===== config.mk =====
export PLATFORM = sky130hd
export DESIGN_NAME = pipe_hazard_ctrl
export DESIGN_NICKNAME = d
export VERILOG_FILES = /design/src/rtl/pipe_ctrl_pkg.sv /design/src/rtl/pipe_hazard_ctrl_mdu_wait_counter.sv /design/src/rtl/pipe_hazard_ctrl.sv
export SDC_FILE = /design/constraint.sdc
export NUM_CORES = 1
export LEC_CHECK = 0
export CAP_MARGIN = 20
export CORE_MARGIN = 3
export CORE_UTILIZATION = 40
export DETAILED_ROUTE_END_ITERATION = 7
export PLACE_DENSITY = 0.93
export SLEW_MARGIN = 15
export SYNTH_ARGS = -nofsm -noshare
export SYNTH_HDL_FRONTEND = slang
export SYNTH_SLANG_ARGS = --single-unit
export TNS_END_PERCENT = 100

===== constraint.sdc =====
create_clock -name clk -period 3.45 [get_ports clk]
set_input_delay 0.69 -clock clk [delete_from_list [all_inputs] [get_ports clk]]
set_output_delay 0.69 -clock clk [all_outputs]
set_load 0.05 [all_outputs]

===== src/rtl/pipe_ctrl_pkg.sv =====
// Shared definitions for the 5-stage pipeline hazard controller.
// Latency: n/a (package only).
// Backpressure: n/a.
//
// Contents: FSM state encoding, the architectural zero register index and the
// default mult/div occupancy in EX.
package pipe_ctrl_pkg;

   typedef enum logic {
      RUN      = 1'b0,
      MDU_WAIT = 1'b1
   } state_t;

   localparam logic [4:0] REG_ZERO    = 5'd0;
   localparam int         MDU_LAT_DEF = 32;

endpackage


===== src/rtl/pipe_hazard_ctrl_mdu_wait_counter.sv =====
// Load/decrement down-counter with zero flag, times the mult/div stall.
// Latency: load and decrement take effect on the next rising edge.
// Backpressure: none; i_load has priority over i_dec.
//
// Ports:
//   clk, rst            clock, async active-low reset (counter -> 0)
//   i_load, i_load_val  load a start value
//   i_dec               decrement by one (ignored when already zero)
//   o_zero              counter currently equals zero
module mdu_wait_counter #(
   parameter int W = 5
) (
   input  logic         clk,
   input  logic         rst,
   input  logic         i_load,
   input  logic [W-1:0] i_load_val,
   input  logic         i_dec,
   output logic         o_zero
);

   logic [W-1:0] r_cnt;

   always_ff @(posedge clk or negedge rst) begin
      if (!rst) begin
         r_cnt <= '0;
      end else if (i_load) begin
         r_cnt <= i_load_val;
      end else if (i_dec && (r_cnt != '0)) begin
         r_cnt <= r_cnt - W'(1);
      end
   end

   assign o_zero = (r_cnt == '0);

endmodule


===== src/rtl/pipe_hazard_ctrl.sv =====
// Hazard control for the 5-stage CPU: load-use bubbles, branch/jump flushes, mult/div freeze.
// Latency: outputs are combinational from the current state and inputs (zero cycles).
// Backpressure: drops pc/IF-ID/ID-EX enables to stall; flushes override enables downstream.
//
// Optional feature macro: HAZ_PERF_CNT_EN adds saturating stall_cnt / flush_cnt outputs.
//
// Ports:
//   clk, rst                      clock, async active-low reset (all outputs 0 while low)
//   id_rs, id_rt, id_uses_rt      source registers of the instruction in ID
//   id_jump                       jump resolved in ID
//   ex_MemRead, ex_rt             load currently in EX and its destination
//   ex_branch_taken               branch in EX resolved taken
//   ex_mdu_start                  first EX cycle of a mult/div
//   pc_en, ifid_en, idex_en       stage enables
//   ifid_flush, idex_flush        synchronous stage clears
//   exmem_bubble                  EX/MEM loads a NOP
//   mdu_busy, mdu_done            mult/div wait state and completion pulse
//   stall_cnt, flush_cnt          perf counters (HAZ_PERF_CNT_EN only)
module pipe_hazard_ctrl
   import pipe_ctrl_pkg::*;
#(
   parameter int MDU_LAT = MDU_LAT_DEF
`ifdef HAZ_PERF_CNT_EN
   ,
   parameter int CNT_W   = 16
`endif
) (
   input  logic             clk,
   input  logic             rst,
   input  logic [4:0]       id_rs,
   input  logic [4:0]       id_rt,
   input  logic             id_uses_rt,
   input  logic             id_jump,
   input  logic             ex_MemRead,
   input  logic [4:0]       ex_rt,
   input  logic             ex_branch_taken,
   input  logic             ex_mdu_start,
   output logic             pc_en,
   output logic             ifid_en,
   output logic             ifid_flush,
   output logic             idex_en,
   output logic             idex_flush,
   output logic             exmem_bubble,
   output logic             mdu_busy,
   output logic             mdu_done
`ifdef HAZ_PERF_CNT_EN
   ,
   output logic [CNT_W-1:0] stall_cnt,
   output logic [CNT_W-1:0] flush_cnt
`endif
);

   localparam int            CW       = $clog2(MDU_LAT);
   // The start cycle and the final zero cycle are both part of the EX
   // occupancy, so the counter only needs MDU_LAT-2 wait steps in between.
   localparam logic [CW-1:0] LOAD_VAL = CW'(MDU_LAT - 2);

   state_t r_state;
   logic   w_load_use;
   logic   w_cnt_load;
   logic   w_cnt_dec;
   logic   w_cnt_zero;

   // Register 0 is hard-wired, so a load targeting it never creates a hazard.
   assign w_load_use = ex_MemRead && (ex_rt != REG_ZERO) &&
                       ((ex_rt == id_rs) || (id_uses_rt && (ex_rt == id_rt)));

   always_comb begin
      pc_en        = 1'b0;
      ifid_en      = 1'b0;
      ifid_flush   = 1'b0;
      idex_en      = 1'b0;
      idex_flush   = 1'b0;
      exmem_bubble = 1'b0;
      mdu_busy     = 1'b0;
      mdu_done     = 1'b0;
      w_cnt_load   = 1'b0;
      if (rst) begin
         case (r_state)
            RUN: begin
               if (ex_branch_taken) begin
                  pc_en      = 1'b1;
                  ifid_en    = 1'b1;
                  ifid_flush = 1'b1;
                  idex_en    = 1'b1;
                  idex_flush = 1'b1;
               end else if (ex_mdu_start) begin
                  exmem_bubble = 1'b1;
                  w_cnt_load   = 1'b1;
               end else if (w_load_use) begin
                  // Hold PC and IF/ID; ID/EX takes a bubble so the load
                  // drains from EX and the hazard clears next cycle.
                  idex_en    = 1'b1;
                  idex_flush = 1'b1;
               end else if (id_jump) begin
                  pc_en      = 1'b1;
                  ifid_en    = 1'b1;
                  ifid_flush = 1'b1;
                  idex_en    = 1'b1;
               end else begin
                  pc_en   = 1'b1;
                  ifid_en = 1'b1;
                  idex_en = 1'b1;
               end
            end
            MDU_WAIT: begin
               // EX is frozen on the mult/div; other hazards wait for RUN.
               mdu_busy = 1'b1;
               if (w_cnt_zero) begin
                  mdu_done = 1'b1;
                  pc_en    = 1'b1;
                  ifid_en  = 1'b1;
                  idex_en  = 1'b1;
               end else begin
                  exmem_bubble = 1'b1;
               end
            end
            default: ;
         endcase
      end
   end

   assign w_cnt_dec = (r_state == MDU_WAIT) && !w_cnt_zero;

   always_ff @(posedge clk or negedge rst) begin
      if (!rst) begin
         r_state <= RUN;
      end else begin
         case (r_state)
            RUN:      if (!ex_branch_taken && ex_mdu_start) r_state <= MDU_WAIT;
            MDU_WAIT: if (w_cnt_zero)                       r_state <= RUN;
            default:                                        r_state <= RUN;
         endcase
      end
   end

   mdu_wait_counter #(
      .W (CW)
   ) u_mdu_cnt (
      .clk        (clk),
      .rst        (rst),
      .i_load     (w_cnt_load),
      .i_load_val (LOAD_VAL),
      .i_dec      (w_cnt_dec),
      .o_zero     (w_cnt_zero)
   );

`ifdef HAZ_PERF_CNT_EN
   logic [CNT_W-1:0] r_stall_cnt;
   logic [CNT_W-1:0] r_flush_cnt;

   // Saturating event counters; reset cycles are never counted because the
   // counters are held at zero while rst is low.
   always_ff @(posedge clk or negedge rst) begin
      if (!rst) begin
         r_stall_cnt <= '0;
         r_flush_cnt <= '0;
      end else begin
         if (!pc_en && (r_stall_cnt != '1)) r_stall_cnt <= r_stall_cnt + CNT_W'(1);
         if (ifid_flush && (r_flush_cnt != '1)) r_flush_cnt <= r_flush_cnt + CNT_W'(1);
      end
   end

   assign stall_cnt = r_stall_cnt;
   assign flush_cnt = r_flush_cnt;
`endif

endmodule


==> flow_summary.json <==
{
  "vias": 568,
  "crit_chain": "clkdlybuf4s50_1 -> or4_1 -> o21ai_0 -> nor3_1 -> a21boi_2 -> buf_12",
  "dieArea_um2": 1830,
  "synth_area_um2": 542,
  "ys_seq_area_share_pct": 27.7,
  "postCtsSetupRepairBufs": 0,
  "drv_cap": 0,
  "die_y_um": 42.8,
  "tightest_slew_ns": 0.491,
  "wl_per_cell_um": 14.1,
  "nNetsFinal": 120,
  "slew_headroom_pct": 67.1,
  "syn_nets": 88,
  "dr.pass1.iters": 4,
  "min_period_over_period_pct": 94.5,
  "rows": 12,
  "status": "complete, no violations",
  "core-area_um2": 1190,
  "synth_cell_types": 28,
  "grt_max_degree": 10,
  "grt_pass1_vias": 569,
  "synth_edf_count": 0,
  "end_kind": "output port",
  "power_density_nw_per_um2": 620,
  "hpwl_um": 1310,
  "antenna_found_initial": 0,
  "route.detailed.drc": 0,
  "grt-ovfl-total": 0,
  "cp_slowest_cell": "or4_1",
  "clock_path_buffers": 2,
  "ir_drop_uv": 264,
  "track_usage_pct": 19.2,
  "numCtsBuffers": 3,
  "cts_sinks": 6,
  "areaGrowthSynthToFinish_pct": 63.0,
  "root_buffer": "clkbuf_4",
  "wl_um": 1520,
  "gp_congestion": 0.861,
  "drive_above_1_share_pct": 14.9,
  "startpoint_type": "primary input",
  "drtIter0Drc": 14,
  "clock.fmax_ghz": 0.307,
  "post_cts_resized": 0,
  "htreeDepth": 1,
  "clk_pin_slew_ns": 0.05,
  "min_period_ns": 3.26,
  "finalHoldViolCount": 0,
  "antenna_cells": 0,
  "power.leakage_nw": 0.352,
  "cp_data_required_time_ns": 2.76,
  "synth_warnings": 0,
  "cts_tree": "done",
  "syn_inst": 64,
  "clock_latency_ns": 0.25,
  "grt_pass1_wl_um": 2660,
  "initial_core_util_pct": 45.7,
  "portBuffers": 29,
  "die_w_um": 42.8,
  "final_antenna_net_count": 0,
  "async_reset_ff_share_pct": 100,
  "cpPeakStageDelay_ns": 0.55,
  "slew_violations": 0,
  "worstPathMaxFanout": 3,
  "rsz0062_at_grt": "no",
  "hold_buffers": 0,
  "vias_per_cell": 5.26,
  "io_pins": 30,
  "hold-worst-slack_ns": 0.526,
  "setup_viol": 0,
  "synthFlopType": "dfrtp_1",
  "hp-class": "reg2reg",
  "ys_ff_latch": 6,
  "cp_num_buf_inv": 2,
  "critical_path_class": "in2out",
  "skew_ns": 0.00598,
  "critPathArrivalTime_ns": 2.57,
  "tns_ns": 0,
  "crit_family": "buffers and inverters",
  "syn_avg_cell_area_um2": 8.47
}
-- report_power, final --
part	leakage (nW)	switching (mW)	internal, mW
Combinational	0.271	0.176	0.156
Sequential	0.0671	0.0422	0.108
Clock	0.0138	0.0270	0.0395
-- flip-flops by register name, summed over array words and instances (netlist names) --
signal / count
r_state: 1
u_mdu_cnt.r_cnt: 5
-- cells by family after synthesis --
| kind of cell | Yosys count | share of synthesized area [%] |
|---|---|---|
| DFF | 6 | 27.7 |
| xor gates and xnor gates | 14 | 22.6 |
| adders and majority gates | 2 | 4.62 |
| buffers and inverters | 6 | 5.08 |
| AOI/OAI and AO/OA | 8 | 11.3 |
| and+or+nand+nor | 28 | 28.6 |
-- per-stage QoR --
stage | setup WS [ns] | util (%) | instances | power, mW | cell area, µm²
after floorplan | 0.292 | - | 64 | 0.361 | 542
after global placement | 0.278 | 72.6 | 105 | 0.459 | 861
after detailed placement | 0.182 | 72.6 | 105 | 0.480 | 861
after CTS | 0.180 | 74.5 | 108 | 0.551 | 883
after global routing | 0.0336 | 74.5 | 108 | 0.585 | 883
final | 0.189 | 74.5 | 108 | 0.548 | 883
-- layout by cell type, fill, tap and decap left out, types with 3 or more instances in the layout --
cell type        Yosys  layout
inv_1                3       3
nand2_1              7       7
xnor2_1             11      11
dfrtp_1              6       6
buf_4                1       5
nand3_1              3       3
clkdlybuf4s50_1      0      22
nor2_1               3       3
clkbuf_4             0       3
buf_12               0       3
xor2_1               3       3
nor2b_1              3       3
-- synth_stat cells (all sizes together) (2+ instances only) --
cell type	count	share of area (%)
nor2b	3	3.5
nor3	2	1.8
o21ai	2	1.8
ha	2	4.6
nor2	3	2.1
nand4	2	2.3
inv	3	2.1
xnor2	11	18
nand2	7	4.9
xor2	3	4.9
buf	2	2.3
dfrtp	6	28
nand3	3	2.8
and2	3	3.9
-- routing by layer --
| metal | vias to the layer above | global-route usage (%) | routed length (µm) |
|---|---|---|---|
| li1 | 276 | - | - |
| met1 | 248 | 22.8 | 536 |
| met5 | - | 0 | 0 |
| met4 | 0 | 9.32 | 61 |
| met2 | 37 | 34.1 | 820 |
| met3 | 7 | 1.27 | 105 |
-- worst register-to-register path, stage by stage (launching register included) --
cell and delay [ns]:
dfrtp_1 0.41, inv_1 0.10, ha_1 0.15, or4b_1 0.57, nand3_1 0.16, xor2_1 0.17
nand2_1 0.08
-- final timing paths --
path	from	endpoint	slack, ns	cells after the start
max in group asynchronous	rst	u_mdu_cnt.r_cnt[2]$_DFFE_PN0P_	2.46	2
worst max-delay path	ex_rt[1]	ifid_en	0.19	6
min in group asynchronous	rst	u_mdu_cnt.r_cnt[0]$_DFFE_PN0P_	0.65	1
worst max register to register	u_mdu_cnt.r_cnt[0]$_DFFE_PN0P_	u_mdu_cnt.r_cnt[2]$_DFFE_PN0P_	1.70	6
worst min-delay path	u_mdu_cnt.r_cnt[4]$_DFFE_PN0P_	u_mdu_cnt.r_cnt[4]$_DFFE_PN0P_	0.53	2
worst min register to register	u_mdu_cnt.r_cnt[4]$_DFFE_PN0P_	u_mdu_cnt.r_cnt[4]$_DFFE_PN0P_	0.53	2
-- layout make-up --
| type | instances | area, µm² |
|---|---|---|
| Sequential cell | 6 | 150 |
| Timing Repair Buffer | 30 | 318 |
| Multi-Input combinational cell | 52 | 364 |
| Fill cell | 82 | 303 |
| Inverter | 3 | 11.3 |
| Tap cell | 14 | 17.5 |
| Clock buffer | 3 | 22.5 |
Note: power is estimated with default switching activity, not from simulation.
